$ cat src/rtl/sha256_sched_pkg.sv
`default_nettype none
// ============================================================================
// Module      : sha256_sched_pkg
// Description : Shared types and constants for the SHA-256 loop scheduler:
//               FSM state encoding, second-chunk padding words, nonce and tag
//               widths, and the helper that assembles the 512-bit block.
// Revision    : 1.0 - initial release
// ============================================================================
package sha256_sched_pkg;

  localparam int NONCE_W = 32;
  localparam int TAG_W   = NONCE_W + 1;

  // Second chunk of an 80-byte header: padding bit and 640-bit length field
  localparam logic [31:0] PAD_START = 32'h80000000;
  localparam logic [31:0] PAD_LEN   = 32'h00000280;

  typedef enum logic [1:0] {
    ST_IDLE  = 2'd0,
    ST_RUN   = 2'd1,
    ST_DRAIN = 2'd2
  } sched_state_t;

  // Second message chunk for a given nonce: data words occupy the low bits
  function automatic logic [511:0] build_block(input logic [NONCE_W-1:0] nonce,
                                               input logic [95:0]        data);
    return {PAD_LEN, 320'd0, PAD_START, nonce, data};
  endfunction

endpackage
`default_nettype wire

$ cat src/rtl/sha256_tag_delay.sv
`default_nettype none
// ============================================================================
// Module      : sha256_tag_delay
// Description : DEPTH-stage shift pipeline carrying a {valid, nonce} tag in
//               step with the transform, so each result can be matched to the
//               nonce that produced it. Synchronous clear drops every tag.
// Revision    : 1.0 - initial release
// ============================================================================
module sha256_tag_delay
  import sha256_sched_pkg::*;
#(
  parameter int DEPTH = 66
) (
  input  logic               clk,
  input  logic               rst_n,
  input  logic               clear,
  input  logic               in_valid,
  input  logic [NONCE_W-1:0] in_nonce,
  output logic               out_valid,
  output logic [NONCE_W-1:0] out_nonce
);

  for (genvar i = 0; i < DEPTH; i++) begin : g_stage
    logic [TAG_W-1:0] prev;
    logic [TAG_W-1:0] q;

    if (i == 0) begin : g_head
      assign prev = {in_valid, in_nonce};
    end else begin : g_tail
      assign prev = g_stage[i-1].q;
    end

    // Advance one stage per cycle; a clear empties the whole pipe at once
    always_ff @(posedge clk or negedge rst_n) begin
      if (!rst_n) begin
        q <= '0;
      end else if (clear) begin
        q <= '0;
      end else begin
        q <= prev;
      end
    end
  end

  assign out_valid = g_stage[DEPTH-1].q[TAG_W-1];
  assign out_nonce = g_stage[DEPTH-1].q[NONCE_W-1:0];

endmodule
`default_nettype wire

$ cat src/rtl/sha256_loop_sched.sv
`default_nettype none
// ============================================================================
// Module      : sha256_loop_sched
// Description : Nonce scheduler for a looped SHA-256 transform. Accepts a job
//               (midstate, data, inclusive nonce range), issues one nonce every
//               LOOP cycles, tracks in-flight nonces through a LAT-deep tag
//               pipe and reports nonces whose hash top word is zero.
//               Optional macro SHA256_SCHED_STATS_EN adds a saturating
//               hash_count output.
// Revision    : 1.0 - initial release
// ============================================================================
module sha256_loop_sched
  import sha256_sched_pkg::*;
#(
  parameter int LOOP = 4,
  parameter int LAT  = 66
) (
  input  logic         clk,
  input  logic         rst_n,
  input  logic         work_valid,
  output logic         work_ready,
  input  logic [255:0] work_midstate,
  input  logic [95:0]  work_data,
  input  logic [31:0]  nonce_start,
  input  logic [31:0]  nonce_end,
  input  logic         abort,
  output logic         tr_feedback,
  output logic [5:0]   tr_cnt,
  output logic [255:0] tr_state,
  output logic [511:0] tr_input,
  input  logic [255:0] tr_hash,
  output logic         found_valid,
  output logic [31:0]  found_nonce,
  output logic         done
`ifdef SHA256_SCHED_STATS_EN
  ,
  output logic [31:0]  hash_count
`endif
);

  localparam int             DRAIN_W    = $clog2(LAT + 1);
  localparam logic [DRAIN_W-1:0] DRAIN_INIT = DRAIN_W'(LAT - 1);
  localparam logic [5:0]     CNT_LAST   = 6'(LOOP - 1);

  sched_state_t       state;
  sched_state_t       state_nxt;
  logic [31:0]        end_nonce;
  logic [DRAIN_W-1:0] drain_cnt;

  logic               accept;
  logic               abort_hit;
  logic               issue;
  logic               last_issue;
  logic               drain_last;
  logic [31:0]        cur_nonce;
  logic               tag_valid;
  logic [31:0]        tag_nonce;
  logic               hit;
  logic               unused_hash_bits;

  // The nonce currently presented lives inside the registered block itself
  assign cur_nonce  = tr_input[127:96];
  assign work_ready = (state == ST_IDLE);
  assign accept     = work_ready && work_valid;
  assign abort_hit  = abort && (state != ST_IDLE);
  assign issue      = (state == ST_RUN) && (tr_cnt == 6'd0) && !abort_hit;
  assign last_issue = issue && (cur_nonce == end_nonce);
  // drain_cnt reaches zero exactly in the cycle the final tag emerges
  assign drain_last = (state == ST_DRAIN) && (drain_cnt == '0);
  assign hit        = tag_valid && (tr_hash[255:224] == 32'd0) && !abort_hit;
  assign tr_feedback = (tr_cnt != 6'd0);
  // Only the top word decides a candidate; the rest is deliberately ignored
  assign unused_hash_bits = ^tr_hash[223:0];

  sha256_tag_delay #(
    .DEPTH(LAT)
  ) u_tag_delay (
    .clk      (clk),
    .rst_n    (rst_n),
    .clear    (abort_hit),
    .in_valid (issue),
    .in_nonce (cur_nonce),
    .out_valid(tag_valid),
    .out_nonce(tag_nonce)
  );

  // State register
  always_ff @(posedge clk or negedge rst_n) begin
    if (!rst_n) begin
      state <= ST_IDLE;
    end else begin
      state <= state_nxt;
    end
  end

  // Next-state selection; abort wins over normal progress
  always_comb begin
    state_nxt = state;
    case (state)
      ST_IDLE:  if (work_valid) state_nxt = ST_RUN;
      ST_RUN:   if (abort_hit) state_nxt = ST_IDLE;
                else if (last_issue) state_nxt = ST_DRAIN;
      ST_DRAIN: if (abort_hit || drain_last) state_nxt = ST_IDLE;
      default:  state_nxt = ST_IDLE;
    endcase
  end

  // Job context: latched on accept; block advances to the next nonce after each issue
  always_ff @(posedge clk or negedge rst_n) begin
    if (!rst_n) begin
      tr_state  <= '0;
      tr_input  <= '0;
      end_nonce <= '0;
    end else if (accept) begin
      tr_state  <= work_midstate;
      tr_input  <= build_block(nonce_start, work_data);
      end_nonce <= nonce_end;
    end else if (issue && !last_issue) begin
      tr_input  <= build_block(cur_nonce + 32'd1, tr_input[95:0]);
    end
  end

  // Round-group counter: free-runs 0..LOOP-1 while busy, parked at zero when idle
  always_ff @(posedge clk or negedge rst_n) begin
    if (!rst_n) begin
      tr_cnt <= 6'd0;
    end else if (state == ST_IDLE || state_nxt == ST_IDLE) begin
      tr_cnt <= 6'd0;
    end else if (tr_cnt == CNT_LAST) begin
      tr_cnt <= 6'd0;
    end else begin
      tr_cnt <= tr_cnt + 6'd1;
    end
  end

  // Drain timer: loaded on the last issue, counts down until that tag emerges
  always_ff @(posedge clk or negedge rst_n) begin
    if (!rst_n) begin
      drain_cnt <= '0;
    end else if (last_issue) begin
      drain_cnt <= DRAIN_INIT;
    end else if (state == ST_DRAIN && drain_cnt != '0) begin
      drain_cnt <= drain_cnt - 1'b1;
    end
  end

  // Registered result pulses; found and done may coincide on the final tag
  always_ff @(posedge clk or negedge rst_n) begin
    if (!rst_n) begin
      found_valid <= 1'b0;
      found_nonce <= 32'd0;
      done        <= 1'b0;
    end else begin
      found_valid <= hit;
      if (hit) begin
        found_nonce <= tag_nonce;
      end
      done <= abort_hit || drain_last;
    end
  end

`ifdef SHA256_SCHED_STATS_EN
  // Saturating count of results that carried a valid tag in the current job
  always_ff @(posedge clk or negedge rst_n) begin
    if (!rst_n) begin
      hash_count <= 32'd0;
    end else if (accept) begin
      hash_count <= 32'd0;
    end else if (tag_valid && hash_count != 32'hFFFFFFFF) begin
      hash_count <= hash_count + 32'd1;
    end
  end
`endif

endmodule
`default_nettype wire

$ cat config.mk
export PLATFORM = sky130hd
export DESIGN_NAME = sha256_loop_sched
export DESIGN_NICKNAME = d
export VERILOG_FILES = /design/src/rtl/sha256_sched_pkg.sv /design/src/rtl/sha256_tag_delay.sv /design/src/rtl/sha256_loop_sched.sv
export SDC_FILE = /design/constraint.sdc
export NUM_CORES = 2
export LEC_CHECK = 0
export CORE_AREA = 3 3 571 573
export CTS_CLUSTER_SIZE = 24
export DETAILED_ROUTE_END_ITERATION = 10
export DIE_AREA = 0 0 574 576
export REMOVE_ABC_BUFFERS = 1
export SYNTH_ARGS = -nofsm -noshare
export SYNTH_HDL_FRONTEND = slang
export SYNTH_SLANG_ARGS = --single-unit
$ cat constraint.sdc
create_clock -name clk -period 2.2 [get_ports clk]
set_clock_uncertainty 0.1 [all_clocks]
set_input_delay 0.55 -clock clk [delete_from_list [all_inputs] [get_ports clk]]
set_output_delay 0.55 -clock clk [all_outputs]
set_load 0.05 [all_outputs]
---- After elaboration in Yosys (flattened, before gate mapping) ----
Index checks and enable logic that the tools add are counted.
operators by class
  add/subtract/negate cells ............... 3
  eq/ne operators ......................... 4
  mux-type cells .......................... 77
  reduce and logical (&&, ||, !) cells .... 24
operators by type and width
  kind                                               count
  two-way mux 33 bit                                 66
  two-way mux 512 bit                                2
  adder 32 x 1 -> 32 bit (second input constant)     1
  == test 32 bit                                     1
  zero test 32 bit                                   1
  two-way mux 7 bit                                  2
  two-way mux 6 bit                                  2
  logical AND 1 bit                                  10
  two-way mux 2 bit                                  4
  zero test 7 bit                                    1
  nonzero test 7 bit                                 1
  subtractor 7 x 1 -> 7 bit (second input constant)  1
  adder 6 x 1 -> 6 bit (second input constant)       1
  == test 6 x 2 -> 1 bit (second input constant)     1
  zero test 6 bit                                    1
  one-hot mux 2 bit (3 select lines)                 1
  nonzero test 2 bit                                 3
  nonzero test 6 bit                                 1
  zero test 2 bit                                    2
  == test 2 x 1 -> 1 bit (second input constant)     1
  == test 2 bit (second input constant)              1
  zero test 1 bit                                    2
  logical OR 1 bit                                   2
storage, ports and cells
  register bits ........................... 3027
  input bits .............................. 676
  output and inout bits ................... 810
  logic and storage cells ................. 184

---- Depth between registers and ports, before layout ----
  depth after elaboration ................. 11
  mapped depth ............................ 9
  gate-level depth less buffers ........... 9

---- Hierarchy ----
Synthesis repeated with hierarchy kept, for this count alone.
unflattened totals
  cell total of the unflattened synthesis .. 7052
  area, all modules ....................... 91126.1 um^2
modules (own cells, without submodules)
  module             times used  cells an instance  area each (um^2)  sequential area each (um^2)
  sha256_tag_delay   1           4598               69446.6           54502.3
  sha256_loop_sched  1           2454               21679.5           11661.2

---- Worst setup path before layout ----
OpenSTA, ideal clock, no wires.
  path kind ............................... register to register
  start point ............................. register state[1]
  end point ............................... register tr_input[30]
  setup time .............................. 0.066 ns
  arrival time ............................ 2.397 ns
  required time ........................... 2.034 ns
  path slack .............................. -0.364 ns
  cell stages (with the launch flop) ...... 9
  path buffers ............................ 4
  period minus slack after synthesis ...... 2.564 ns
  path through ............................ dfrtp_1 -> buf_2 -> nor2_1 -> and2_1 -> clkbuf_1 -> clkbuf_1 -> clkbuf_1 -> nand2_1 -> nand2_1
on the way
  cells in the longest elaborated chain, start to end .. 3
ends and longest elaborated chain
  what                    line                      source
  from (decl)             sha256_loop_sched.sv:45   sched_state_t state;
  from (signal assigned)  sha256_loop_sched.sv:92   state <= state_nxt;
  zero test 2 bit (*)     sha256_loop_sched.sv:63   assign work_ready = (state == ST_IDLE);
  named net work_ready    sha256_loop_sched.sv:21   output logic work_ready,
  logical AND 1 bit (*)   sha256_loop_sched.sv:64   assign accept = work_ready && work_valid;
  two-way mux 512 bit     sha256_loop_sched.sv:114  end else if (accept) begin
  to (signal assigned)    sha256_loop_sched.sv:116  tr_input <= build_block(nonce_start, work_data);
  to (signal assigned)    sha256_loop_sched.sv:119  tr_input <= build_block(cur_nonce + 32'd1, tr_input[95:0]);
  to (decl)               sha256_loop_sched.sv:30   output logic [511:0] tr_input,
The timed path passes the listed nets; every way through them passes the cells marked *.
A chain may end at the register's enable or synchronous reset.

---- Final worst setup path ----
  start point ............................. register tr_cnt[5]
  end point ............................... output port tr_feedback
on the way
  cells in the longest elaborated chain, start to end .. 1
ends and longest elaborated chain
  what                    line                      source
  from (decl)             sha256_loop_sched.sv:28   output logic [5:0] tr_cnt,
  from (signal assigned)  sha256_loop_sched.sv:132  tr_cnt <= tr_cnt + 6'd1;
  nonzero test 6 bit      sha256_loop_sched.sv:71   assign tr_feedback = (tr_cnt != 6'd0);
  to (decl)               sha256_loop_sched.sv:27   output logic tr_feedback,
Every way passes these cells.

==> flow_summary.json <==
{
  "dieArea_um2": 331000,
  "area_growth_syn_to_layout_pct": 32.7,
  "grt_pass1_vias": 54251,
  "groute.usage.overall": 0.182,
  "vdd.ir_drop.worst_mv": 0.720,
  "synthTopCellsByArea": "dfrtp_1, and2_1, nand2_1",
  "hold_violations": 0,
  "io-pin-count": 1486,
  "violations": "setup timing",
  "critPathMaxStageDelay_ns": 0.40,
  "pwr-share-clk": 0.382,
  "powerDensity_nw_per_um2": 1050,
  "synth_edf_count": 0,
  "dieHeight_um": 576,
  "crit_chain": "nor4_4, buf_4, nand2_4, buf_8",
  "grt_first_pass_wirelength_mm": 422,
  "overflow": 0,
  "p_sw_frac": 0.306,
  "cts_buffer_depth": 4,
  "worstSkewPairLatency_ns": 0.87,
  "routed_wl_mm": 304,
  "cts-root-buf": "clkbuf_16",
  "synth-seq-cells": 2644,
  "rows": 208,
  "drc": 0,
  "worstSetupPathType": "register to output pin",
  "hp-class": "primary input to asynchronous set/reset pin",
  "yosys.cell_count.top_type": "dfrtp_1",
  "post-route-cell-area_um2": 120000,
  "p_leak_nw": 60.9,
  "fin_crit_ns": 2.55,
  "cts_inserted_buffers": 291,
  "layout.nets": 9096,
  "path_clk_slew_ns": 0.06,
  "slew_headroom": 0.573,
  "fill_cells": 30885,
  "dp.cells": 12320,
  "fin_ws_ns": -0.347,
  "critPathRequiredTime_ns": 1.55,
  "async_flop_share": 1.00,
  "synth_area_um2": 90600,
  "ant_nets": 0,
  "p_comb_frac": 0.196,
  "yosysWarnings": 0,
  "switching_power_mw": 38.8,
  "drtIter0Drc": 3665,
  "cts_sinks": 2644,
  "ys.flop_type": "dfrtp_1",
  "synth_top_area_share": 0.730,
  "maxSlewViolCount": 0,
  "cpMaxStageDelayCell": "dfrtp_1",
  "dr.pass1.iters": 5,
  "vias": 51928,
  "crit_fanout": 2,
  "tightest_slew_ns": 0.641,
  "dieWidth_um": 574,
  "dpl_worst_slack_ns": -0.769,
  "yosys-top-cells-count": "dfrtp_1, and2_1, nand2_1",
  "dpl.hpwl_mm": 235,
  "finalCritPeriodShare": 1.16,
  "final_cells": 12968,
  "p_int_mw": 88.1,
  "gp_congestion": 0.993,
  "synth_area_per_cell_um2": 12.9,
  "io_buffers": 880,
  "htreeDepth": 5,
  "start_util": 0.282,
  "fmax_ghz": 0.393,
  "start_kind": "register",
  "drv_cap": 0,
  "worst_ep_arrival_time_ns": 1.90,
  "drive_above_1_share": 0.188,
  "outcome": "complete, but fails checks",
  "setup-violations-final": 87,
  "core_um2": 321000,
  "dpl-instance-area_um2": 107000,
  "drt-wirelength-per-cell_um": 23.5,
  "seq_area_um2": 66200,
  "final_core_util": 0.375,
  "synth-seq-area-share": 0.730,
  "rsz0062_at_grt": "true",
  "synth_cell_types": 52,
  "synth_area_leader_cell": "dfrtp_1",
  "cp-end-kind": "output pin",
  "viasPerCell": 4.00,
  "multi_input_area_um2": 22500,
  "seq_power_share": 0.422,
  "cts_tree": "yes",
  "antenna_found_initial": 81,
  "grt_max_degree": 225,
  "synth_cells": 7045
}
==> per-layer routing <==
layer | share of wire | up-vias | global-route usage
met5 | 0.00089 | - | 0
met4 | 0.046 | 40 | 0.0707
met3 | 0.12 | 491 | 0.0981
met2 | 0.39 | 1460 | 0.243
met1 | 0.44 | 26467 | 0.244
li1 | - | 23470 | -
==> repair_timing <==
item                                     CTS  global route
pin swaps                                 68            54
endpoints found under the hold margin   1017             0
resized for setup                        864           118
endpoints found under the setup margin   438           988
gates cloned                               5             2
hold buffers                               1             0
buffers inserted                          87            28
==> layout by cell type (no fill, tap or decap), types with 12 or more instances in the layout <==
cell type,count
nor2_1,33
dfrtp_1,2590
mux2_4,33
nand2_1,1168
clkbuf_16,297
buf_8,42
a31oi_1,18
dfrtp_2,54
inv_1,12
diode_2,28
clkbuf_1,60
conb_1,381
buf_12,257
bufinv_16,15
xor2_1,28
buf_4,408
clkinv_2,53
clkbuf_8,57
and2_1,2178
clkdlybuf4s50_1,450
buf_6,242
==> worst paths after layout <==
check / start / endpoint / slack, ns / cells after the start
max reg2reg: tr_input[103] / tr_input[104] / -0.16 / 9
min in group clk: work_data[63] / tr_input[63] / 0.11 / 3
min: rst_n / u_tag_delay.g_stage[64].q[15] / 0.11 / 2
max: tr_cnt[5] / tr_feedback / -0.35 / 4
min reg2reg: u_tag_delay.g_stage[30].q[1] / u_tag_delay.g_stage[31].q[1] / 0.31 / 1
max in group asynchronous: rst_n / u_tag_delay.g_stage[5].q[25] / 0.83 / 4
==> per-stage QoR <==
| step | power (mW) | hold slack [ns] | TNS (ns) |
|---|---|---|---|
| floorplan | 63.6 | 0.154 | - |
| global placement | 76.5 | 0.324 | -1000.09 |
| detailed placement | 76.5 | 0.319 | -959.48 |
| CTS | 129 | 0.000760 | -16.92 |
| global route | 132 | 0.0623 | -14.68 |
| finish | 127 | 0.113 | -5.36 |
==> state kept, by name, indices dropped and copies added (netlist names), 2 cells and up <==
name,cells
drain_cnt,7
end_nonce,32
found_nonce,32
state,2
tr_cnt,6
tr_input,129
tr_state,256
u_tag_delay.g_stage.prev,33
u_tag_delay.g_stage.q,2145
==> power by group through the flow <==
| stage | Combinational, mW | Sequential, mW | Clock (mW) |
|---|---|---|---|
| floorplan | 5.07 | 58.6 | 0 |
| global placement | 22.5 | 54.0 | 0 |
| detailed placement | 22.6 | 54.0 | 0 |
| CTS | 24.8 | 53.5 | 50.2 |
| global route | 26.3 | 53.8 | 52.2 |
| finish | 24.9 | 53.5 | 48.5 |
==> final cells by class <==
type / instances / share of cell area
inverter: 13 / 0.000426
sequential: 2644 / 0.551
timing repair buffer: 1426 / 0.137
clock buffer: 412 / 0.0698
clock inverter: 101 / 0.0104
antenna: 28 / 0.000582
multi-input combinational: 4039 / 0.187
tap: 4305 / 0.0448
==> critical path: cells and delay by family, from the launching register on <==
family                 cells  cell delay (ns)
and+or+nand+nor            2             0.34
buffers and inverters      2             0.31
DFF                        1             0.40
==> logic make-up after synthesis <==
family,after synthesis,synth area share
AO/OA/AOI/OAI,73,0.00516
XOR/XNOR,49,0.00474
adder cells (fa/ha/maj),5,0.000690
buffers and inverters,742,0.0467
flip-flops,2644,0.730
multiplexers,36,0.00446
other,1,0.0000414
AND/OR/NAND/NOR,3495,0.208
No activity file was read; power rests on OpenSTA's default activity.
